File: src/rtl/sync_fifo_buf_if.sv
// Handshake/status bundle for sync_fifo_buf. The overflow/underflow wires exist
// only when SYNC_FIFO_ERRFLAG_EN is defined.
interface sync_fifo_buf_if #(
  parameter int li = 4,
  parameter int oi = 32
);
  logic [oi-1:0] data;
  logic          wren;
  logic          rden;
  logic [oi-1:0] q;
  logic          qvalid;
  logic          full;
  logic          empty;
  logic          almostfull;
  logic          almostempty;
  logic [li:0]   level;
`ifdef SYNC_FIFO_ERRFLAG_EN
  logic          overflow;
  logic          underflow;
`endif

  modport master (
    output data, wren, rden,
    input  q, qvalid, full, empty, almostfull, almostempty, level
`ifdef SYNC_FIFO_ERRFLAG_EN
    , input overflow, underflow
`endif
  );

  modport slave (
    input  data, wren, rden,
    output q, qvalid, full, empty, almostfull, almostempty, level
`ifdef SYNC_FIFO_ERRFLAG_EN
    , output overflow, underflow
`endif
  );
endinterface

File: src/rtl/sync_fifo_buf.sv
// Single-clock FIFO with registered read data and registered status flags.
// Optional sticky overflow/underflow flags are enabled by SYNC_FIFO_ERRFLAG_EN.
module sync_fifo_buf #(
  parameter int li   = 4,
  parameter int oi   = 32,
  parameter int afth = 2**li - 2,
  parameter int aeth = 2
) (
  input  logic            clock,
  input  logic            reset,
  sync_fifo_buf_if.slave  bus
);
  localparam logic [li:0] DEPTH = (li+1)'(2**li);

  logic [oi-1:0] mem_q [2**li];

  logic [li-1:0] wr_ptr_q, wr_ptr_d;
  logic [li-1:0] rd_ptr_q, rd_ptr_d;
  logic [li:0]   level_q, level_d;
  logic [oi-1:0] q_q, q_d;
  logic          qvalid_q, qvalid_d;
  logic          full_q, full_d;
  logic          empty_q, empty_d;
  logic          afull_q, afull_d;
  logic          aempty_q, aempty_d;
  logic          wr_acc, rd_acc;

  // When full, a simultaneous read frees the slot the write lands in; the read
  // data is taken from the old contents before the write commits.
  always_comb begin
    rd_acc   = bus.rden && !empty_q;
    wr_acc   = bus.wren && (!full_q || rd_acc);
    wr_ptr_d = wr_ptr_q;
    rd_ptr_d = rd_ptr_q;
    level_d  = level_q;
    q_d      = q_q;
    qvalid_d = rd_acc;
    if (wr_acc) wr_ptr_d = wr_ptr_q + li'(1);
    if (rd_acc) begin
      rd_ptr_d = rd_ptr_q + li'(1);
      q_d      = mem_q[rd_ptr_q];
    end
    case ({wr_acc, rd_acc})
      2'b10:   level_d = level_q + (li+1)'(1);
      2'b01:   level_d = level_q - (li+1)'(1);
      default: level_d = level_q;
    endcase
    full_d   = (level_d == DEPTH);
    empty_d  = (level_d == '0);
    afull_d  = (int'(level_d) >= afth);
    aempty_d = (int'(level_d) <= aeth);
  end

  always_ff @(posedge clock) begin
    if (reset) begin
      wr_ptr_q <= '0;
      rd_ptr_q <= '0;
      level_q  <= '0;
      q_q      <= '0;
      qvalid_q <= 1'b0;
      full_q   <= 1'b0;
      empty_q  <= 1'b1;
      afull_q  <= 1'b0;
      aempty_q <= 1'b1;
    end else begin
      wr_ptr_q <= wr_ptr_d;
      rd_ptr_q <= rd_ptr_d;
      level_q  <= level_d;
      q_q      <= q_d;
      qvalid_q <= qvalid_d;
      full_q   <= full_d;
      empty_q  <= empty_d;
      afull_q  <= afull_d;
      aempty_q <= aempty_d;
    end
  end

  // Storage array carries no reset so it maps onto RAM.
  always_ff @(posedge clock) begin
    if (wr_acc && !reset) mem_q[wr_ptr_q] <= bus.data;
  end

  assign bus.q           = q_q;
  assign bus.qvalid      = qvalid_q;
  assign bus.full        = full_q;
  assign bus.empty       = empty_q;
  assign bus.almostfull  = afull_q;
  assign bus.almostempty = aempty_q;
  assign bus.level       = level_q;

`ifdef SYNC_FIFO_ERRFLAG_EN
  logic overflow_q, overflow_d;
  logic underflow_q, underflow_d;

  always_comb begin
    overflow_d  = overflow_q  || (bus.wren && !wr_acc);
    underflow_d = underflow_q || (bus.rden && !rd_acc);
  end

  always_ff @(posedge clock) begin
    if (reset) begin
      overflow_q  <= 1'b0;
      underflow_q <= 1'b0;
    end else begin
      overflow_q  <= overflow_d;
      underflow_q <= underflow_d;
    end
  end

  assign bus.overflow  = overflow_q;
  assign bus.underflow = underflow_q;
`endif
endmodule

File: src/flat_wrapper.sv
// flat-port wrapper written by rule: the top's interface ports become plain ports
module sync_fifo_buf_flat 
#(
  parameter int li   = 4,
  parameter int oi   = 32,
  parameter int afth = 2**li - 2,
  parameter int aeth = 2
)
  (clock, reset, bus_data, bus_wren, bus_rden, bus_q, bus_qvalid, bus_full, bus_empty, bus_almostfull, bus_almostempty, bus_level);
  sync_fifo_buf_if #(.li(li), .oi(oi)) bus_i ();
  input  logic clock;
  input  logic reset;
  input wire logic [$bits(bus_i.data)-1:0] bus_data;
  input wire logic [$bits(bus_i.wren)-1:0] bus_wren;
  input wire logic [$bits(bus_i.rden)-1:0] bus_rden;
  output wire logic [$bits(bus_i.q)-1:0] bus_q;
  output wire logic [$bits(bus_i.qvalid)-1:0] bus_qvalid;
  output wire logic [$bits(bus_i.full)-1:0] bus_full;
  output wire logic [$bits(bus_i.empty)-1:0] bus_empty;
  output wire logic [$bits(bus_i.almostfull)-1:0] bus_almostfull;
  output wire logic [$bits(bus_i.almostempty)-1:0] bus_almostempty;
  output wire logic [$bits(bus_i.level)-1:0] bus_level;
  assign bus_i.data = bus_data;
  assign bus_i.wren = bus_wren;
  assign bus_i.rden = bus_rden;
  assign bus_q = bus_i.q;
  assign bus_qvalid = bus_i.qvalid;
  assign bus_full = bus_i.full;
  assign bus_empty = bus_i.empty;
  assign bus_almostfull = bus_i.almostfull;
  assign bus_almostempty = bus_i.almostempty;
  assign bus_level = bus_i.level;
  sync_fifo_buf #(.li(li), .oi(oi), .afth(afth), .aeth(aeth)) u_core (.clock(clock), .reset(reset), .bus(bus_i));
endmodule
File: config.mk
export PLATFORM = sky130hd
export DESIGN_NAME = sync_fifo_buf_flat
export DESIGN_NICKNAME = d
export VERILOG_FILES = /design/src/rtl/sync_fifo_buf_if.sv /design/src/rtl/sync_fifo_buf.sv /design/src/flat_wrapper.sv
export SDC_FILE = /design/constraint.sdc
export NUM_CORES = 1
export LEC_CHECK = 0
export BUFFER_PORTS_ARGS = -buffer_cell sky130_fd_sc_hd__buf_4
export CORE_UTILIZATION = 45
export DETAILED_ROUTE_END_ITERATION = 10
export SKIP_CTS_REPAIR_TIMING = 1
export SYNTH_ARGS = -nofsm -noshare
export SYNTH_HDL_FRONTEND = slang
export SYNTH_SLANG_ARGS = --single-unit
File: constraint.sdc
create_clock -name clock -period 4.5 [get_ports clock]
set_input_delay 0.9 -clock clock [delete_from_list [all_inputs] [get_ports clock]]
set_output_delay 0.9 -clock clock [all_outputs]
set_load 0.01 [all_outputs]
==> flow_metrics.env <==
export IMPL_setup_ws_ps=1430
export IMPL_cts_tree="built"
export IMPL_max_vdd_ir_drop_mv=0.453
export IMPL_coreArea_um2=46600
export IMPL_min_period_ps=3070
export IMPL_fmax_ghz=0.326
export IMPL_syn_num_nets=1055
export IMPL_wl_per_cell_um=25.5
export IMPL_critPathMaxFanout=9
export IMPL_cap_viol_max_count=0
export IMPL_startpoint_type="flip-flop"
export IMPL_portBuffers=77
export IMPL_finalClockSkew_ps=21.5
export IMPL_arrival_ps=3580
export IMPL_preCtsSetupSlack_ps=840
export IMPL_synthCells=1011
export IMPL_worstHoldPathCells=2
export IMPL_layout_common_cells="edfxtp_1 (512), mux4_2 (128), buf_4 (108)"
export IMPL_fin_util_pct=53.1
export IMPL_dieArea_um2=48100
export IMPL_h_tree_depth=2
export IMPL_avgSynthCellArea_um2=21.0
export IMPL_layout_commonest_cell="edfxtp_1"
export IMPL_grt_pass1_vias=10412
export IMPL_post_place_cells=1679
export IMPL_drive_gt1_share_pct=30.3
export IMPL_die_height_um=219
export IMPL_tightest_slew_ps=1030
export IMPL_antenna_found_initial=0
export IMPL_cts_sinks=562
export IMPL_antenna_left=0
export IMPL_grt_pass1_wl_mm=67.6
export IMPL_worstPathRequired_ps=5010
export IMPL_async_reset_ff_share_pct=0
export IMPL_ios=78
export IMPL_rr_worst_depth=11
export IMPL_grt_max_degree=54
export IMPL_rsz0062_at_grt="no"
export IMPL_cp_end_kind="flip-flop"
export IMPL_p_leak_nw=7.73
export IMPL_die_w_um=219
export IMPL_finalWeightedCongestion=0.745
export IMPL_dr_pass1_iters=5
export IMPL_gr_total_overflow=0
export IMPL_routed_wl_mm=45.7
export IMPL_tns_ps=0
export IMPL_hp_class="reg -> reg"
export IMPL_final_nets=1176
export IMPL_power_density_nw_per_um2=475
export IMPL_ys_flop_type="edfxtp_1"
export IMPL_run_status="finished, final reports clean"
export IMPL_ys_seq_elements=562
export IMPL_clkLatencyLatePin_ps=620
export IMPL_initial_core_util_pct=45.7
export IMPL_cts_root_buf="clkbuf_16"
export IMPL_synthesis_area_um2=21300
export IMPL_hold_ws_ps=475
export IMPL_drtIter0Drc=741
export IMPL_placementRows=79
export IMPL_hold_viol_final=0
export IMPL_area_growth_pct=16.2
export IMPL_diodes=0
export IMPL_cts_made_buffers=58
export IMPL_post_dp_hpwl_mm=27.2
export IMPL_synth_edf_count=512
export IMPL_drcViolationCount=0
export IMPL_yosys_warnings=0
export IMPL_avgViaCountPerCell=5.55
export IMPL_clk_pin_slew_ps=60
export IMPL_synth_seq_area_share_pct=77.0
export IMPL_final_max_slew_violation_count=0
export IMPL_ys_types=38
export IMPL_criticalPathCategory="reg -> reg"
export IMPL_layoutNonFillerInstCount=1788
export IMPL_clockBufferDepth=3
export IMPL_slew_headroom_pct=31.1
export IMPL_grtUsageTotal_pct=19.6
export IMPL_setup_viol=0
export IMPL_vias=9926
export IMPL_fin_crit_sh_pct=68.2
## final timing paths
check | from | end | slack, ps
worst max-delay path | u_core.bus.empty | u_core.bus.almostfull | 1430
worst min-delay path | u_core.bus.q[1] | u_core.bus.q[1] | 470
worst min register to register | u_core.bus.q[1] | u_core.bus.q[1] | 470
worst max register to register | u_core.bus.empty | u_core.bus.almostfull | 1430
## synthesized netlist by cell type (2+ instances only)
library cell | number | area, um^2
ha_1 | 8 | 100
o21ai_0 | 4 | 20.0
a41o_1 | 2 | 20.0
nand2_1 | 14 | 52.6
clkbuf_1 | 17 | 63.8
dfxtp_1 | 50 | 1000
nor2_1 | 58 | 218
xnor2_1 | 3 | 26.3
inv_1 | 5 | 18.8
nor3_1 | 5 | 25.0
buf_2 | 19 | 95.1
o21ai_1 | 32 | 160
buf_4 | 2 | 15.0
buf_1 | 11 | 41.3
xor2_1 | 7 | 61.3
nand3_1 | 2 | 10.0
mux2i_1 | 66 | 661
a21oi_1 | 38 | 190
edfxtp_1 | 512 | 15400
mux4_2 | 128 | 2880
nand4_1 | 2 | 12.5
buf_6 | 5 | 56.3
nand2b_1 | 5 | 31.3
or3_1 | 2 | 12.5
## power by group
group	leakage [nW]	switching [mW]	internal [mW]
clock	0.917	1.98	2.71
sequential	5.02	0.107	5.79
combinational	1.79	0.579	0.573
total	7.73	2.67	9.07
## final cells by class
class / count / area, um^2
well taps: 607 / 759
fillers: 3580 / 21800
flip-flops and latches: 562 / 16400
repair buffers: 115 / 951
clock inverters: 46 / 402
inverters: 5 / 18.8
clock buffers: 63 / 1470
multi-input cells: 390 / 4730
## layer usage
layer | part of all wire [%] | track usage [%]
met1 | 42 | 25.7
met2 | 52 | 34.1
met3 | 4.5 | 3.53
met4 | 1.6 | 4.49
met5 | 0 | 0
## critical path, cell delays in order (launching register included)
cell      delay [ps]
dfxtp_1          310
nand2b_1         200
a21boi_1         480
inv_1            190
ha_1             350
xor2_1           200
ha_1             230
a21oi_1          150
xor2_1            90
or3_1            330
and2_1           200
o32ai_1          250
## per-stage QoR
stage / instance area (um^2) / total power, mW
after floorplan: 21300 / 6.77
after global routing: 24700 / 12.1
after global placement: 22800 / 7.18
final: 24700 / 11.7
after CTS: 24700 / 11.9
after detailed placement: 22800 / 7.19
## kinds of logic (layout without fill, tap and decap cells)
group                    after synthesis  after routing  synth area share (%)
flip-flops                           562            562                  77.0
multiplexers                         194            194                  16.7
adder cells (fa/ha/maj)                8              8                 0.471
XOR/XNOR                              11             11                 0.488
buffers and inverters                 59            229                  1.36
AO/OA/AOI/OAI                         81             81                  2.02
AND/OR/NAND/NOR                       96             96                  2.03
## state kept, by name (all words and copies together), names as in the netlist
register / flops
u_core.rd_ptr_q: 4
u_core.bus.level: 5
u_core.bus.almostfull: 1
u_core.bus.qvalid: 1
u_core.bus.q: 32
u_core.bus.empty: 1
u_core.bus.full: 1
u_core.mem_q: 512
u_core.wr_ptr_q: 4
u_core.bus.almostempty: 1
No activity file was read; power rests on OpenSTA's default activity.
